File: config.mk
export PLATFORM = sky130hd
export DESIGN_NAME = vred_logic_pipe
export DESIGN_NICKNAME = d
export VERILOG_FILES = /design/src/rtl/vred_logic_pipe.sv
export SDC_FILE = /design/constraint.sdc
export NUM_CORES = 2
export LEC_CHECK = 0
export BUFFER_PORTS_ARGS = -buffer_cell sky130_fd_sc_hd__buf_2
export CAP_MARGIN = 5
export CORE_UTILIZATION = 25
export DETAILED_ROUTE_END_ITERATION = 10
export PLACE_DENSITY = 0.37
export SETUP_SLACK_MARGIN = 0.02
export SLEW_MARGIN = 20
export SYNTH_ARGS = -nofsm -noshare
export SYNTH_HDL_FRONTEND = slang
export SYNTH_SLANG_ARGS = --single-unit
File: constraint.sdc
create_clock -name clk -period 7.1 [get_ports clk]
set_input_delay 1.065 -clock clk [delete_from_list [all_inputs] [get_ports clk]]
set_output_delay 1.065 -clock clk [all_outputs]
set_load 0.05 [all_outputs]
File: src/rtl/vred_logic_pipe.sv
// vred_logic_pipe: pipelined vector AND/OR/XOR reduction (vredand/vredor/vredxor).
//
// Each beat of vs2 elements is masked (inactive elements become the identity
// of the operation) and then folded in halves down to one SEW-wide element.
// Beat results are accumulated from the start beat (seeded from vs1[0]) to
// the end beat, and one result word is emitted per reduction.
//
// Ports:
//   clk, rst             clock, synchronous active-high reset
//   in_vec0              vs2 elements of this beat
//   in_vec1              seed; low EW bits used on the start beat
//   in_mask              per-element active mask
//   in_valid             beat valid
//   in_start / in_end    first / last beat of a reduction
//   in_opSel             01=AND, 10=OR, 11=XOR (00 illegal)
//   in_sew               element width code, EW = 8 << in_sew
//   in_addr              writeback address
//   out_vec              reduction result, zero-extended above EW
//   out_be               result byte enables
//   out_addr             writeback address of the end beat
//   out_valid            one-cycle result strobe
//   out_err              one-cycle pulse for a dropped illegal beat
//
// Pipeline: S0 -> F1..FK (K = log2(DATA_WIDTH/8)) -> A -> output register.
// An end beat presented in cycle t produces out_valid in cycle t+K+3.
module vred_logic_pipe #(
    parameter int DATA_WIDTH    = 128,
    parameter int BE_WIDTH      = DATA_WIDTH / 8,
    parameter int ADDR_WIDTH    = 32,
    parameter int OPSEL_WIDTH   = 2,
    parameter int SEW_WIDTH     = 2,
    parameter int ENABLE_64_BIT = 1
) (
    input  logic                   clk,
    input  logic                   rst,
    input  logic [DATA_WIDTH-1:0]  in_vec0,
    input  logic [DATA_WIDTH-1:0]  in_vec1,
    input  logic [BE_WIDTH-1:0]    in_mask,
    input  logic                   in_valid,
    input  logic                   in_start,
    input  logic                   in_end,
    input  logic [OPSEL_WIDTH-1:0] in_opSel,
    input  logic [SEW_WIDTH-1:0]   in_sew,
    input  logic [ADDR_WIDTH-1:0]  in_addr,
    output logic [ADDR_WIDTH-1:0]  out_addr,
    output logic [DATA_WIDTH-1:0]  out_vec,
    output logic                   out_valid,
    output logic [BE_WIDTH-1:0]    out_be,
    output logic                   out_err
);

    localparam int K  = $clog2(DATA_WIDTH / 8);
    localparam int MW = $clog2(BE_WIDTH);

    function automatic int ew_bits(input logic [SEW_WIDTH-1:0] sew);
        return 8 << sew;
    endfunction

    // All-ones in the low EW bits; the shift wraps to zero for EW == DATA_WIDTH,
    // which the subtraction turns into all ones.
    function automatic logic [DATA_WIDTH-1:0] ew_mask(input logic [SEW_WIDTH-1:0] sew);
        return (DATA_WIDTH'(1) << ew_bits(sew)) - DATA_WIDTH'(1);
    endfunction

    function automatic logic [DATA_WIDTH-1:0] apply_op(input logic [DATA_WIDTH-1:0]  a,
                                                       input logic [DATA_WIDTH-1:0]  b,
                                                       input logic [OPSEL_WIDTH-1:0] op);
        case (op)
            OPSEL_WIDTH'(1): return a & b;
            OPSEL_WIDTH'(2): return a | b;
            OPSEL_WIDTH'(3): return a ^ b;
            default:         return a;
        endcase
    endfunction

    // Replace inactive elements by the identity: ones for AND, zeros for OR/XOR.
    function automatic logic [DATA_WIDTH-1:0] identity_fill(input logic [DATA_WIDTH-1:0]  vec,
                                                            input logic [BE_WIDTH-1:0]    mask,
                                                            input logic [OPSEL_WIDTH-1:0] op,
                                                            input logic [SEW_WIDTH-1:0]   sew);
        logic [DATA_WIDTH-1:0] r;
        logic [MW-1:0]         e;
        logic                  id;
        r  = vec;
        id = (op == OPSEL_WIDTH'(1));
        for (int b = 0; b < DATA_WIDTH; b++) begin
            e = MW'(b >> (3 + int'(sew)));
            if (!mask[e]) r[b] = id;
        end
        return r;
    endfunction

    function automatic logic [BE_WIDTH-1:0] result_be(input logic [SEW_WIDTH-1:0] sew);
        return BE_WIDTH'((1 << (1 << sew)) - 1);
    endfunction

    // Index 0 is S0, index j is fold stage Fj.
    logic [DATA_WIDTH-1:0]  vec_p   [0:K];
    logic [DATA_WIDTH-1:0]  seed_p  [0:K];
    logic [OPSEL_WIDTH-1:0] op_p    [0:K];
    logic [SEW_WIDTH-1:0]   sew_p   [0:K];
    logic [ADDR_WIDTH-1:0]  addr_p  [0:K];
    logic                   vld_p   [0:K];
    logic                   start_p [0:K];
    logic                   end_p   [0:K];

    logic                  illegal;
    logic [DATA_WIDTH-1:0] seed_in;
    logic [DATA_WIDTH-1:0] beat;
    logic [DATA_WIDTH-1:0] acc;
    logic [DATA_WIDTH-1:0] acc_next;
    logic                  done;
    logic [ADDR_WIDTH-1:0] done_addr;
    logic [SEW_WIDTH-1:0]  done_sew;

    // Illegal beats are dropped here and never enter the pipeline.
    assign illegal = in_valid &&
                     ((in_opSel == '0) ||
                      ((ENABLE_64_BIT == 0) && (in_sew == SEW_WIDTH'(3))));
    assign seed_in = in_vec1 & ew_mask(in_sew);

    // ---- S0: mask to identity, capture side-band with the beat ----
    always_ff @(posedge clk) begin
        vec_p[0]  <= identity_fill(in_vec0, in_mask, in_opSel, in_sew);
        seed_p[0] <= seed_in;
        op_p[0]   <= in_opSel;
        sew_p[0]  <= in_sew;
        addr_p[0] <= in_addr;
    end

    always_ff @(posedge clk) begin
        if (rst) begin
            vld_p[0]   <= 1'b0;
            start_p[0] <= 1'b0;
            end_p[0]   <= 1'b0;
        end else begin
            vld_p[0]   <= in_valid && !illegal;
            start_p[0] <= in_start;
            end_p[0]   <= in_end;
        end
    end

    // ---- F1..FK: fold low half with high half while the half still holds an element ----
    always_ff @(posedge clk) begin
        for (int j = 1; j <= K; j++) begin
            if ((DATA_WIDTH >> j) >= ew_bits(sew_p[j-1]))
                vec_p[j] <= apply_op(vec_p[j-1], vec_p[j-1] >> (DATA_WIDTH >> j), op_p[j-1]);
            else
                vec_p[j] <= vec_p[j-1];
            seed_p[j] <= seed_p[j-1];
            op_p[j]   <= op_p[j-1];
            sew_p[j]  <= sew_p[j-1];
            addr_p[j] <= addr_p[j-1];
        end
    end

    always_ff @(posedge clk) begin
        for (int j = 1; j <= K; j++) begin
            if (rst) begin
                vld_p[j]   <= 1'b0;
                start_p[j] <= 1'b0;
                end_p[j]   <= 1'b0;
            end else begin
                vld_p[j]   <= vld_p[j-1];
                start_p[j] <= start_p[j-1];
                end_p[j]   <= end_p[j-1];
            end
        end
    end

    // ---- A: accumulate beat result onto seed (start) or held accumulator ----
    always_comb begin
        beat     = vec_p[K] & ew_mask(sew_p[K]);
        acc_next = apply_op(beat, start_p[K] ? seed_p[K] : acc, op_p[K]) & ew_mask(sew_p[K]);
    end

    always_ff @(posedge clk) begin
        if (rst) begin
            acc  <= '0;
            done <= 1'b0;
        end else begin
            if (vld_p[K]) acc <= acc_next;
            done <= vld_p[K] && end_p[K];
        end
    end

    always_ff @(posedge clk) begin
        if (vld_p[K] && end_p[K]) begin
            done_addr <= addr_p[K];
            done_sew  <= sew_p[K];
        end
    end

    // ---- Output register ----
    always_ff @(posedge clk) begin
        if (rst) begin
            out_valid <= 1'b0;
            out_vec   <= '0;
            out_be    <= '0;
            out_addr  <= '0;
            out_err   <= 1'b0;
        end else begin
            out_valid <= done;
            out_vec   <= done ? acc : '0;
            out_be    <= done ? result_be(done_sew) : '0;
            if (done) out_addr <= done_addr;
            out_err   <= illegal;
        end
    end

endmodule

==> results.md <==
* Outcome: finished clean
* CP max stage delay at roughly 0.91 ns
* Gr ovfl total at 0
* Row count at ~170
* Worst path top cell family by delay: simple AND/OR/NAND/NOR gates
* Synth Flop Type: dfxtp_1
* Fillers at 22300
* I/O Buffers at between 400 and 500
* Vias in the first global route at between 30000 and 40000
* Cell taking the most area after synthesis: dfxtp_1
* Post-Layout Cell Count at around 8400
* Initial core utilization at between 20% and 30%
* Post-Synthesis Cells at a little over 5000
* Hold Crit Start: addr_p[1][29]$_DFF_P_
* Top cells by count, synth: 1290 x dfxtp_1, 752 x inv_1, 712 x ha_1
* Synth Area in Simple Gates at 7.12%
* Crit path cell chain: buf_2 > inv_1 > ha_1 > clkinv_1 > and3_1 > nor3_2 > mux2_2
* Cell with the most instances after synthesis: dfxtp_1
* Critical Path Source Type: primary input
* Wire length on met1 at between 70000 and 80000 um
* DR top layer: met5
* Part of the cycle the worst path needs at ~63%
* Total negative slack at 0 ns
* CP max stage cell: clkinv_1
* Worst Reg-to-Reg Cells at 4
* Hold path endpoint: addr_p[2][29]$_DFF_P_
* Core ar. at approximately 0.22 mm^2
* Clock slew at reported path FFs at about 0.060 ns
* WL final at 148000 um
* Wire per inst at approximately 18 um
* Multiplexer share of the synthesized area at between 10% and 20%
* WP data required at 7.76 ns
* Tot GR Track Use at between 10% and 20%
* Largest net degree at the start of global routing at 121
* Synth warnings at 8
* Seq/Total Area, Yosys at 49.0%
* XOR/XNOR share of the synthesized area at less than 1%
* FF-to-FF Start: op_p[2][0]$_DFF_P_
* FF+latch area at between 0.02 and 0.03 mm^2
* DR WL met3 at between 8000 and 9000 um
* Via count at approximately 34000
* Hold path cells at 0
* Final-stage net count at roughly 6400
* Antenna-violating nets left at 0
* HP Class: reg -> reg
* Number of synthesized flops with an enable pin at 34
* Crit path max fanout at 20
* Yosys reg bits at between 1000 and 1500
* Synth Area in Compound Gates at between 8 and 9%
* Area of the multi-input gates at between 0.02 and 0.025 mm^2
* Syn_area_per_cell at about 11 um^2
* Post-Synth Adder-Cell Area at between 15 and 20%
* First-pass GRT wire length at ~220000 um
* Syn-to-layout area delta at 19.4%
* Die ar. at 0.221 mm^2
* Die width at roughly 470 um
* Async SR Flop Fraction at 0%
* DR WL met2 at between 60000 and 70000 um
* CTS max path bufs at 3
* Skew final at 0.0348 ns
* Hold-fix buffers, CTS at 0
* Area of the mapped netlist at roughly 0.055 mm^2
* Worst Tran Pin Value at ~1.0 ns
* Final Slew Violations at 0
* Die height at around 470 um
* Slack of the critical path at about 2.6 ns
* Yosys cell types at 49
* R2r endpoint: vec_p[3][7]$_DFF_P_
* Maximum clock frequency at between 200 and 250 MHz
* Core Util, Final at a little under a third
* Setup violations, final at 0
* Hold Violations, Final at 0
* Max cap viols at 0
* Post-synth top area share at 47.2%
* Residual DRC count at 0
* Synth area leaders: dfxtp_1 47%, ha_1 16%, mux4_2 5.8%
* Minimum clock period at 4.48 ns
* Unrepaired setup endpoints after global routing: false
* # IOs at 491
* Initial DRC Count at ~1700
* Worst-Skew Late Latency at around 0.8 ns
* Antenna violations before repair at 30
* Main combinational cell family by area after synthesis: adder cells
* Worst Path Arrival at around 5 ns
* Clock buffer count from CTS at between 150 and 200
* Max IR drop VDD at ~0.23 mV
* Critical path buffer and inverter count at 3
* Post-CTS Setup Inserts at 0
* Vias per cell at 4.08
* Critical path class: in -> reg
* Final HPWL from detailed placement at just over 100000 um
* Relative slew slack at roughly a third
* Critical path capture point type: register
* # resized after CTS at 0
* Pwr/cell area at 304 mW/mm^2
* Clk sink count at between 1000 and 1500
* Static leakage at roughly 31 nW
* Worst Setup Slack post-DPL at approximately 1.8 ns
* DP Cell Count at around 8100
* Number of H-tree levels at 4
* Reg2reg setup slack at just under 4 ns
* Layout cell share with drive strength beyond 1 at 19.0%
* Root Buffer: clkbuf_16
* DR pass1 iterations at 5
* CTS tree: built
* Final GP Congestion at about 0.74
## power by group
part | internal (W) | leakage [nW] | switching [W]
registers | 0.00810 | 11.0 | 0.000609
logic | 0.00115 | 17.4 | 0.00143
clock network | 0.00521 | 2.74 | 0.00338
## logic make-up (layout without fill, tap and decap cells)
logic type | count (synthesis) | in the layout
AND/OR/NAND/NOR | 799 | 799
adder cells (fa/ha/maj) | 712 | 712
XOR/XNOR | 1 | 1
multiplexers | 463 | 463
flip-flops | 1324 | 1324
buffers and inverters | 1057 | 1505
AO/OA/AOI/OAI | 700 | 700
other | 1 | 13
## worst reg2reg max path: stages, from the launching register on
cell and delay [ns]:
dfxtp_4 0.81, nor2b_4 0.71, buf_4 0.68, a22oi_1 0.20, o21ai_0 0.57
## layout make-up
type	instances	area share, %
sequential	1324	41.1
antenna	5	0.0191
tap	2854	5.46
clock buffer	223	7.01
timing repair buffer	461	3.74
inverter	753	4.32
clock inverter	68	1.61
multi-input combinational	2683	36.7
## per-layer routing
layer  vias to the layer above  GRT usage [%]
met1                     15900           18.7
met5                         -              0
met2                       754           19.5
met4                         6           4.70
li1                      17200              -
met3                       229           3.23
## placed cells by master (no fill, tap or decap), types with 56 or more instances in the layout
| cell type | count |
|---|---|
| nand2_1 | 259 |
| buf_2 | 424 |
| clkbuf_16 | 164 |
| inv_1 | 752 |
| a221oi_1 | 88 |
| a22oi_1 | 74 |
| ha_1 | 710 |
| a21oi_1 | 225 |
| and2_1 | 300 |
| o21ai_0 | 194 |
| mux4_2 | 141 |
| dfxtp_1 | 1277 |
| nor2_1 | 183 |
| a22o_1 | 56 |
| mux2i_1 | 175 |
| mux2_2 | 141 |
## state kept, by name, indices dropped and copies added, names as in the netlist
signal     cells
start_p        5
out_err        1
sew_p         10
end_p          5
seed_p       320
vec_p        472
addr_p       160
out_addr      32
done_sew       2
op_p          10
out_be        12
out_vec      128
done           1
done_addr     32
out_valid      1
acc          128
vld_p          5
## stage by stage
step	instance area, um^2	hold WS, ns	total power (W)
after floorplan	54800	0.310	0.0104
after global routing	65400	0.284	0.0211
after global placement	59700	0.310	0.0114
after CTS	65400	0.250	0.0203
final	65400	0.308	0.0199
after detailed placement	59700	0.312	0.0115
## worst max-delay path by stage
stage	startpoint	endpoint	cells after the start
6_report	in_sew[1]	vec_p[0][34]$_DFF_P_	7
3_5_place_dp	in_sew[1]	vec_p[0][37]$_DFF_P_	7
5_1_grt	in_sew[1]	vec_p[0][37]$_DFF_P_	7
2_1_floorplan	in_sew[1]	vec_p[0][88]$_DFF_P_	9
4_1_cts	in_sew[1]	vec_p[0][37]$_DFF_P_	7
3_3_place_gp	in_sew[1]	vec_p[0][32]$_DFF_P_	7
(Power assumes the default switching activity.)
